**config.mk**
```make
export PLATFORM = sky130hd
export DESIGN_NAME = forwarding_hazard_controller
export DESIGN_NICKNAME = d
export VERILOG_FILES = /design/src/rtl/forwarding_hazard_controller.sv
export SDC_FILE = /design/constraint.sdc
export NUM_CORES = 1
export LEC_CHECK = 0
export ABC_AREA = 1
export BUFFER_PORTS_ARGS = -buffer_cell sky130_fd_sc_hd__buf_2
export CORE_UTILIZATION = 33
export DETAILED_ROUTE_END_ITERATION = 12
export GPL_TIMING_DRIVEN = 0
export PLACE_DENSITY = 0.54
export SYNTH_ARGS = -nofsm -noshare
export SYNTH_HDL_FRONTEND = slang
export SYNTH_SLANG_ARGS = --single-unit
```
**constraint.sdc**
```tcl
create_clock -name clk -period 1.37 [get_ports clk]
set_input_delay 0.0685 -clock clk [delete_from_list [all_inputs] [get_ports clk]]
set_output_delay 0.0685 -clock clk [all_outputs]
set_load 0.005 [all_outputs]
```
**src/rtl/forwarding_hazard_controller.sv**
```systemverilog
// Forwarding and load-use hazard controller for the EX-stage operand muxes.
// Tracks the EX, MEM and WB instructions' destination state in shadow slots,
// registers the ALU operand select codes one cycle ahead of EX, and issues a
// one-cycle stall on load-use with a saturating stall counter.
module forwarding_hazard_controller #(
    parameter int REG_ADDR_W = 5,
    parameter int CNT_W      = 16
) (
    input  logic                  clk,
    input  logic                  rst_n,
    input  logic                  id_valid,
    input  logic [REG_ADDR_W-1:0] id_rs,
    input  logic [REG_ADDR_W-1:0] id_rt,
    input  logic                  id_uses_rs,
    input  logic                  id_uses_rt,
    input  logic [REG_ADDR_W-1:0] id_rd,
    input  logic                  id_reg_write,
    input  logic                  id_mem_read,
    input  logic                  flush,
    output logic                  stall,
    output logic [1:0]            fwd_a_sel,
    output logic [1:0]            fwd_b_sel,
    output logic [CNT_W-1:0]      stall_count
);

    typedef struct packed {
        logic                  valid;
        logic [REG_ADDR_W-1:0] rd;
        logic                  reg_write;
        logic                  mem_read;
    } slot_t;

    localparam logic [1:0] SEL_RF   = 2'b00;
    localparam logic [1:0] SEL_EXM  = 2'b01;
    localparam logic [1:0] SEL_MWB  = 2'b10;
    localparam logic [1:0] SEL_ZERO = 2'b11;

    localparam logic [CNT_W-1:0] CNT_MAX = {CNT_W{1'b1}};

    slot_t            ex_q, ex_d;
    slot_t            mem_q, mem_d;
    slot_t            wb_q, wb_d;
    logic [1:0]       fwd_a_sel_q, fwd_a_sel_d;
    logic [1:0]       fwd_b_sel_q, fwd_b_sel_d;
    logic [CNT_W-1:0] stall_count_q, stall_count_d;
    logic             hazard;
    logic             rs_hit;
    logic             rt_hit;

    // Select code for one source operand: $0 always reads as constant zero,
    // then the youngest producer wins (EX slot before MEM slot).
    function automatic logic [1:0] select_code(
        input logic [REG_ADDR_W-1:0] src,
        input logic                  uses,
        input slot_t                 ex_s,
        input slot_t                 mem_s
    );
        logic [1:0] code;
        code = SEL_RF;
        if (src == '0) begin
            code = SEL_ZERO;
        end else if (!uses) begin
            code = SEL_RF;
        end else if (ex_s.valid && ex_s.reg_write && (ex_s.rd == src)) begin
            code = SEL_EXM;
        end else if (mem_s.valid && mem_s.reg_write && (mem_s.rd == src)) begin
            code = SEL_MWB;
        end
        return code;
    endfunction

    // Load-use detection against the load currently in EX; flush overrides.
    always_comb begin
        rs_hit = id_uses_rs && (id_rs == ex_q.rd);
        rt_hit = id_uses_rt && (id_rt == ex_q.rd);
        hazard = ex_q.valid && ex_q.mem_read && (ex_q.rd != '0) && (rs_hit || rt_hit);
        stall  = id_valid && hazard && !flush;
    end

    // Slot advance, EX load or bubble, select computation and stall counting.
    always_comb begin
        wb_d          = mem_q;
        mem_d         = ex_q;
        ex_d          = '0;
        fwd_a_sel_d   = SEL_RF;
        fwd_b_sel_d   = SEL_RF;
        stall_count_d = stall_count_q;

        if (id_valid && !stall && !flush) begin
            ex_d.valid     = 1'b1;
            ex_d.rd        = id_rd;
            ex_d.reg_write = id_reg_write;
            ex_d.mem_read  = id_mem_read;
            fwd_a_sel_d    = select_code(id_rs, id_uses_rs, ex_q, mem_q);
            fwd_b_sel_d    = select_code(id_rt, id_uses_rt, ex_q, mem_q);
        end

        if (stall && (stall_count_q != CNT_MAX)) begin
            stall_count_d = stall_count_q + CNT_W'(1);
        end
    end

    // State register with synchronous active-low reset clearing all in-flight state.
    always_ff @(posedge clk) begin
        if (!rst_n) begin
            ex_q          <= '0;
            mem_q         <= '0;
            wb_q          <= '0;
            fwd_a_sel_q   <= SEL_RF;
            fwd_b_sel_q   <= SEL_RF;
            stall_count_q <= '0;
        end else begin
            ex_q          <= ex_d;
            mem_q         <= mem_d;
            wb_q          <= wb_d;
            fwd_a_sel_q   <= fwd_a_sel_d;
            fwd_b_sel_q   <= fwd_b_sel_d;
            stall_count_q <= stall_count_d;
        end
    end

    assign fwd_a_sel   = fwd_a_sel_q;
    assign fwd_b_sel   = fwd_b_sel_q;
    assign stall_count = stall_count_q;

endmodule

```
==> Word level (Yosys, flattened, before mapping) <==
Index checks and enable logic that the tools add are counted.
{ "classes": {"addsub": 1, "eq_ne": 7, "muxes": 9, "n_reduce_logical": 23} }
{ "op_table": {"columns": ["op", "n"], "rows": [
  ["$eq 5x5->1", 6],
  ["$add 16x1->16 const B", 1],
  ["$logic_and 1x1->1", 16],
  ["$mux 2", 8],
  ["$ne 16x16->1 const B", 1],
  ["$logic_not 5->1", 2],
  ["$mux 8", 1],
  ["$reduce_bool 5->1", 1],
  ["$logic_not 1->1", 2],
  ["$reduce_and 2->1", 1],
  ["$logic_or 1x1->1", 1]
]} }
{ "word_totals": {"reg_bits": 35} }

==> Depth between registers and ports, before layout <==
Gate-level depths: netlist of the first run.
{ "logic_depth": {"depth_word": 10, "ltp_mapped": 11, "depth_no_buf": 10} }

==> Worst setup path after synthesis of the first run <==
Ideal clock, no wire load.
{ "synth_timing": {"path_type": "reg-to-reg", "start": "reg stall_count_q[0], in the netlist stall_count[0]", "end": "reg stall_count_q[9], in the netlist stall_count[9]", "setup_ns": 0.110, "arrival_time_ns": 1.394, "slack_ns": -0.134, "stages_incl_launch_ff": 12, "path_buffers": 1, "period_less_slack_ns": 1.504, "path_cell_list": "dfxtp_1 ha_1 nand3_2 nor2_4 nand4_2 buf_2 nand2_1 inv_1 nand3_1 nand2_1 inv_1 nor2_1"} }
{ "synth_between": {"elab_chain_cells": 2} }
{ "synth_rtl": {"columns": ["element", "line", "source"], "rows": [
  ["from (decl)", "45", "logic [CNT_W-1:0] stall_count_q, stall_count_d;"],
  ["from (signal assigned)", "118", "stall_count_q <= stall_count_d;"],
  ["branches (longest 2 deep; another with $add 16x1->16)", null, null]
]} }
Parallel ways; which one is timed is not known.
A chain may end at the register's enable or synchronous reset.

==> Final worst setup path of the first run <==
{ "layout_timing": {"start": "reg stall_count_q[0], in the netlist stall_count[0]", "end": "reg stall_count_q[2], in the netlist stall_count[2]"} }
Same word-level chain as after synthesis.

==> results.py, run 1 <==
metrics = {
    "clocking": {
        "cts_max_path_buffers": 2,
        "h-tree-depth": 2,
        "cts_tree": "done",
        "cts_root_buf": "clkbuf_8",
        "cts_made_buffers": 5,
        "insertion_delay_ns": 0.29,
        "clk_pin_slew_ns": 0.08,
        "clock-sinks": 35,
    },
    "placement": {
        "dp_cells": 466,
        "io_buffer_count": 43,
        "dp_hpwl_mm": 4.10,
        "place_congestion": 0.838,
    },
    "yosys": {
        "synth_compound_area_share_pct": 2.50,
        "synth_edf_count": 0,
        "syn_inst": 348,
        "synth_fa_ha_area_share_pct": 0.594,
        "synth_area_leaders": "dfxtp_1 33%, nand2_1 18%, inv_1 14%, nor2_1 7.8%, nand4_1 6.5%",
        "synth_warnings": 0,
        "ys_async_sr_fraction_pct": 0,
        "synth_area_um2": 2110,
        "yosysTopAreaCell": "dfxtp_1",
        "yosysMostFrequentCell": "nand2_1",
        "synth_nets": 372,
        "netlist.area_leader.share_pct": 33.3,
        "synth_simple_gate_area_share_pct": 44.1,
        "synth_seq_area_share_pct": 33.3,
        "synthTopCellsByCount": "103 x nand2_1, 79 x inv_1, 44 x nor2_1",
        "synth-xor-area-share_pct": 2.50,
        "synth.ff_latch_count": 35,
        "ys_types": 27,
        "avgSynthCellArea_um2": 6.05,
        "synthMuxAreaShare_pct": 0,
        "synth_top_family_by_area": "simple AND/OR/NAND/NOR gates",
        "ys.flop_type": "dfxtp_1",
    },
    "critical_path": {
        "crit_cells": 9,
        "crit_chain": "ha_4 > nand3_4 > nor2_4 > nand4_4 > buf_8 > nand3_4 > nand2_1 > inv_1 > nor2_1",
        "crit_type": "reg -> reg",
        "crit_family": "simple AND/OR/NAND/NOR gates",
        "r2r_cells": 9,
        "end_kind": "flop",
        "slowest_stage": "dfxtp_4",
        "crit_buf_inv": 2,
        "required_ns": 1.56,
        "startpoint_type": "flop",
        "cpPeakStageDelay_ns": 0.38,
        "crit_arrival_ns": 1.76,
        "path_common_cell": "nand3_4",
        "cp_max_fo": 6,
    },
    "power_and_ir_drop": {
        "finalPower_w": 0.00230,
        "p_sw_w": 0.000533,
        "switching_share_pct": 23.1,
        "irDropWorstVdd_mv": 0.332,
        "seqPwrFrac_pct": 44.7,
        "powerDensity_nw_per_um2": 770,
        "p_int_w": 0.00177,
        "clock_power_share_pct": 45.9,
        "leakagePower_nw": 1.50,
        "comb_power_share_pct": 9.4,
    },
    "floorplanning": {
        "core_um2": 6030,
        "start_util_pct": 34.9,
        "fp.dieW_um": 81.9,
        "die_area_um2": 6700,
        "num_io_pins": 44,
        "row_count": 28,
        "die_y_um": 81.9,
    },
    "global_route": {
        "antenna_found_initial": 0,
        "grt_max_degree": 13,
        "gr-total-overflow": 0,
        "grt_first_pass_wirelength_mm": 8.83,
        "grtUsageTotal_pct": 17.6,
        "first_global_vias": 1922,
    },
    "routing": {
        "first_iter_violations": 116,
        "wire_per_inst_um": 11.7,
        "drt-total-wl_mm": 5.76,
        "drcViolationCount": 0,
        "first_pass_iters": 4,
        "vias": 2220,
        "antenna_left": 0,
        "via_per_inst": 4.51,
    },
    "cells_and_area": {
        "num_antenna_cells": 0,
        "final_layout_size_suffix_gt1_share_pct": 33.1,
        "fin_nets": 440,
        "stdcell_count": 492,
        "area_growth_pct": 42.0,
    },
    "sta": {
        "setup_viol": 27,
        "finalMaxSlewViolations": 0,
        "rsz0062_at_grt": "yes",
        "fmax_mhz": 636,
        "hold_viol": 0,
        "min_period_ns": 1.57,
        "slew_headroom_pct": 66.4,
        "fin_worst_skew_ns": 0.00547,
        "worst_pin_slew_ns": 0.504,
        "setup_ws_ns": -0.203,
        "post-route-period-util_pct": 115,
    },
    "min_path": {
        "min_path_cells": 3,
        "worstHoldPathType": "in -> reg",
    },
    "outcome": {
        "violations": "setup timing",
        "status": "complete, but fails checks",
    },
    "flow_run": {
        "max_cap_viol_count": 0,
    },
}
through the flow:
stage / setup WS, ns / hold slack [ns] / util (%) / instance area, µm² / setup TNS [ns]
after CTS: -0.164 / 0.0585 / 45.6 / 2750 / -3.05
after global placement: -0.383 / 0.282 / 40.7 / 2450 / -7.13
after global routing: -0.269 / 0.0754 / 49.6 / 2990 / -5.34
after detailed placement: -0.345 / 0.289 / 40.7 / 2450 / -6.47
after floorplan: -0.0281 / 0.181 / - / 2150 / -0.0777
final: -0.203 / 0.0756 / 49.6 / 2990 / -2.90
final cells by class:
type	instances	area (µm²)
tap	75	93.8
clock inverter	2	37.5
multi-input combinational	222	1230
buffer	8	75.1
timing repair buffer	61	418
fill	643	3040
sequential	35	726
clock buffer	6	93.8
inverter	83	317
worst paths after layout:
kind                                      from              to  slack [ns]
worst max-delay path            stall_count[0]  stall_count[2]       -0.20
worst min-delay path                id_uses_rs    fwd_a_sel[0]        0.08
worst max register to register  stall_count[0]  stall_count[2]       -0.20
worst min register to register         ex_q[1]        mem_q[1]        0.43
cells by family after synthesis:
| kind of cell | Yosys count |
|---|---|
| xor+xnor | 6 |
| fa+ha+maj | 1 |
| buf+inv | 91 |
| simple gates | 206 |
| flops | 35 |
| compound gates | 9 |
sequential cells by signal, summed over array words and instances (netlist names):
signal,count
ex_q,8
stall_count,16
mem_q,7
fwd_a_sel,2
fwd_b_sel,2
worst min-delay path, delay by kind of cell:
family | cells | cell delay, ns
buffers and inverters | 1 | 0.12
and+or+nand+nor | 1 | 0.08
AOI/OAI and AO/OA | 1 | 0.05
power by group through the flow:
stage               logic (W)  clock network [W]  registers, W
global route         0.000241            0.00111       0.00103
global placement     0.000168                  0       0.00106
detailed placement   0.000169                  0       0.00106
CTS                  0.000193            0.00109       0.00103
floorplan           0.0000996                  0       0.00106
finish               0.000217            0.00106       0.00103
repair_timing:
| action | in CTS | in global routing |
|---|---|---|
| gates cloned | 1 | 2 |
| setup endpoints to repair | 29 | 29 |
| resized for setup | 19 | 57 |
| hold buffers | 7 | 0 |
| buffers inserted | 5 | 3 |
| endpoints found under the hold margin | 7 | 0 |
| pin swaps | 5 | 33 |
cells in the final DEF (no fill, tap or decap), types with 4 or more instances in the layout:
cell / instances
nand2_1: 91
inv_1: 71
buf_2: 43
nor2_1: 32
dfxtp_1: 25
nand4_1: 22
nand3_1: 13
nand2_2: 11
inv_2: 10
nor2_2: 10
nor2_4: 8
dlygate4sd3_1: 7
buf_4: 6
xnor2_1: 5
clkbuf_8: 5
dfxtp_2: 5
dfxtp_4: 5
a21oi_2: 4
nand3_2: 4
nor3_1: 4
buf_6: 4
metal layers:
| layer | part of all wire, % | up-vias | global-route usage [%] | wire length [µm] |
|---|---|---|---|---|
| met1 | 50 | 999 | 22.9 | 2870 |
| met2 | 45 | 35 | 29.0 | 2610 |
| met4 | 0.90 | 0 | 4.21 | 52 |
| met3 | 3.8 | 5 | 4.00 | 217 |
| met5 | 0 | - | 0 | 0 |
| li1 | - | 1181 | - | - |
(Power assumes the default switching activity.)
==> inputs of run 2 (changes only) <==
PLACE_DENSITY = 0.52   (was 0.54)
clock period = 1.5 ns   (was 1.37 ns; I/O delays follow)
==> results.py, run 2 (synthesized netlist as in run 1, its figures left out) <==
metrics = {
    "outcome": {
        "status": "complete, but fails checks",
        "violations": "setup timing",
    },
    "placement": {
        "post-place-ws_ns": -0.174,
        "dp_hpwl_mm": 4.01,
        "io_buffer_count": 43,
        "place_congestion": 0.849,
    },
    "global_route": {
        "busiest_layer": "met2",
        "grt_use_met3_pct": 3.44,
        "first_global_vias": 1977,
        "gr-total-overflow": 0,
        "antenna_found_initial": 0,
        "grt_max_degree": 13,
        "grt_first_pass_wirelength_mm": 9.33,
        "grtUsageMet1_pct": 25.6,
        "use_met2_pct": 28.8,
        "grtUsageTotal_pct": 18.4,
    },
    "critical_path": {
        "startpoint_type": "flop",
        "critPathLaunch": "ex_q[5]",
        "crit_chain": "inv_4 > buf_4 > nand4_1 > nand4_1 > inv_4 > nand2_4 > inv_2 > buf_6",
        "crit_arrival_ns": 1.45,
        "crit_buf_inv": 5,
        "setup.worst_path.end": "stall",
        "crit_type": "reg -> out",
        "slowest_stage": "dfxtp_4",
        "timing.rr.end": "stall_count[9]",
        "r2r_cells": 11,
        "crit_family": "buffers and inverters",
        "required_ns": 1.42,
        "r2r-start": "ex_q[5]",
        "reg2reg_slack_ns": -0.01,
        "crit_cells": 8,
        "cpPeakStageDelay_ns": 0.38,
        "cp_max_fo": 8,
        "end_kind": "output port",
    },
    "routing": {
        "via_per_inst": 4.53,
        "drt-total-wl_mm": 6.05,
        "first_pass_iters": 4,
        "vias": 2269,
        "first_iter_violations": 109,
        "wire_per_inst_um": 12.1,
        "drcViolationCount": 0,
        "antenna_left": 0,
    },
    "power_and_ir_drop": {
        "powerDensity_nw_per_um2": 601,
        "irDropWorstVdd_mv": 0.450,
        "leakagePower_nw": 1.55,
    },
    "sta": {
        "fmax_mhz": 655,
        "fin_worst_skew_ns": 0.00407,
        "min_period_ns": 1.53,
        "setup_viol": 4,
        "post-route-period-util_pct": 102,
        "slew_headroom_pct": 64.9,
        "finalMaxSlewViolations": 0,
        "worst_pin_slew_ns": 0.526,
        "rsz0062_at_grt": "yes",
        "hold_viol": 0,
        "setup_ws_ns": -0.0266,
    },
    "clocking": {
        "insertion_delay_ns": 0.29,
        "cts_max_path_buffers": 2,
        "cts_root_buf": "clkbuf_8",
        "clock-sinks": 35,
        "cts_tree": "done",
        "cts_made_buffers": 5,
        "clk_pin_slew_ns": 0.07,
        "h-tree-depth": 2,
    },
    "floorplanning": {
        "num_io_pins": 44,
        "fp.dieW_um": 81.9,
        "die_y_um": 81.9,
        "start_util_pct": 34.9,
        "die_area_um2": 6700,
        "core_um2": 6030,
        "row_count": 28,
    },
    "cells_and_area": {
        "fin_nets": 449,
        "layout.area.seq_um2": 733,
        "multi_input_area_um2": 1250,
        "num_antenna_cells": 0,
        "area_growth_pct": 45.5,
        "fillers": 637,
        "final_layout_size_suffix_gt1_share_pct": 33.6,
        "largest_register_ffs": 16,
        "fin_util_pct": 50.9,
        "final_common_cell": "nand2_1",
        "mostFrequentLayoutCells": "93 x nand2_1, 77 x inv_1, 43 x buf_2",
    },
    "flow_run": {
        "max_cap_viol_count": 0,
    },
    "min_path": {
        "worstHoldPathType": "in -> reg",
    },
}
-- run 2: through the flow --
| stage | instance area (µm²) | instances | setup TNS [ns] | hold slack [ns] | power (W) |
|---|---|---|---|---|---|
| floorplan | 2110 | 348 | 0 | 0.187 | 0.00106 |
| global placement | 2420 | 466 | -3.53 | 0.289 | 0.00112 |
| detailed placement | 2420 | 466 | -3.10 | 0.295 | 0.00112 |
| CTS | 2740 | 489 | -0.534 | 0.0633 | 0.00185 |
| global route | 3060 | 501 | -1.66 | 0.0884 | 0.00194 |
| finish | 3060 | 501 | -0.0410 | 0.0842 | 0.00184 |
-- run 2: tightest hold or removal path: stages --
cell	delay, ns
buf_2	0.12
nand2_1	0.08
a21oi_2	0.05
-- run 2: area by class of cell --
class                      count  area share [%]
sequential                    35            23.9
tap                           75            3.06
clock inverter                 3           0.653
buffer                         8            2.45
clock buffer                   5            2.25
timing repair buffer          70            16.5
multi-input combinational    222            40.8
inverter                      83            10.4
-- run 2: timing repair --
action | CTS | global route
hold buffers | 7 | 0
hold endpoints to repair | 7 | 0
cloned | 2 | 2
pin swaps | 7 | 34
resized for setup | 21 | 65
endpoints found under the setup margin | 27 | 27
buffers inserted | 6 | 10
-- run 2: where the power goes --
| group | leakage, nW | internal, W | switching [W] |
|---|---|---|---|
| Sequential | 0.291 | 0.000927 | 0.00000980 |
| Combinational | 1.22 | 0.000103 | 0.000117 |
| Clock | 0.0402 | 0.000323 | 0.000363 |
| Total | 1.55 | 0.00135 | 0.000489 |
-- run 2: worst min path at each step --
stage                     start             end  cells after the start
floorplan           id_mem_read         ex_q[0]                      2
global placement       id_rd[0]         ex_q[2]                      3
detailed placement     id_rd[3]         ex_q[5]                      3
CTS                       rst_n  stall_count[6]                      3
global route         id_uses_rs    fwd_a_sel[0]                      3
finish               id_uses_rs    fwd_a_sel[0]                      3
-- run 2: routing by layer --
layer | part of all wire (%) | vias up
li1 | - | 1202
met4 | 1.4 | 0
met2 | 45 | 44
met5 | 0 | -
met1 | 49 | 1013
met3 | 4.4 | 10
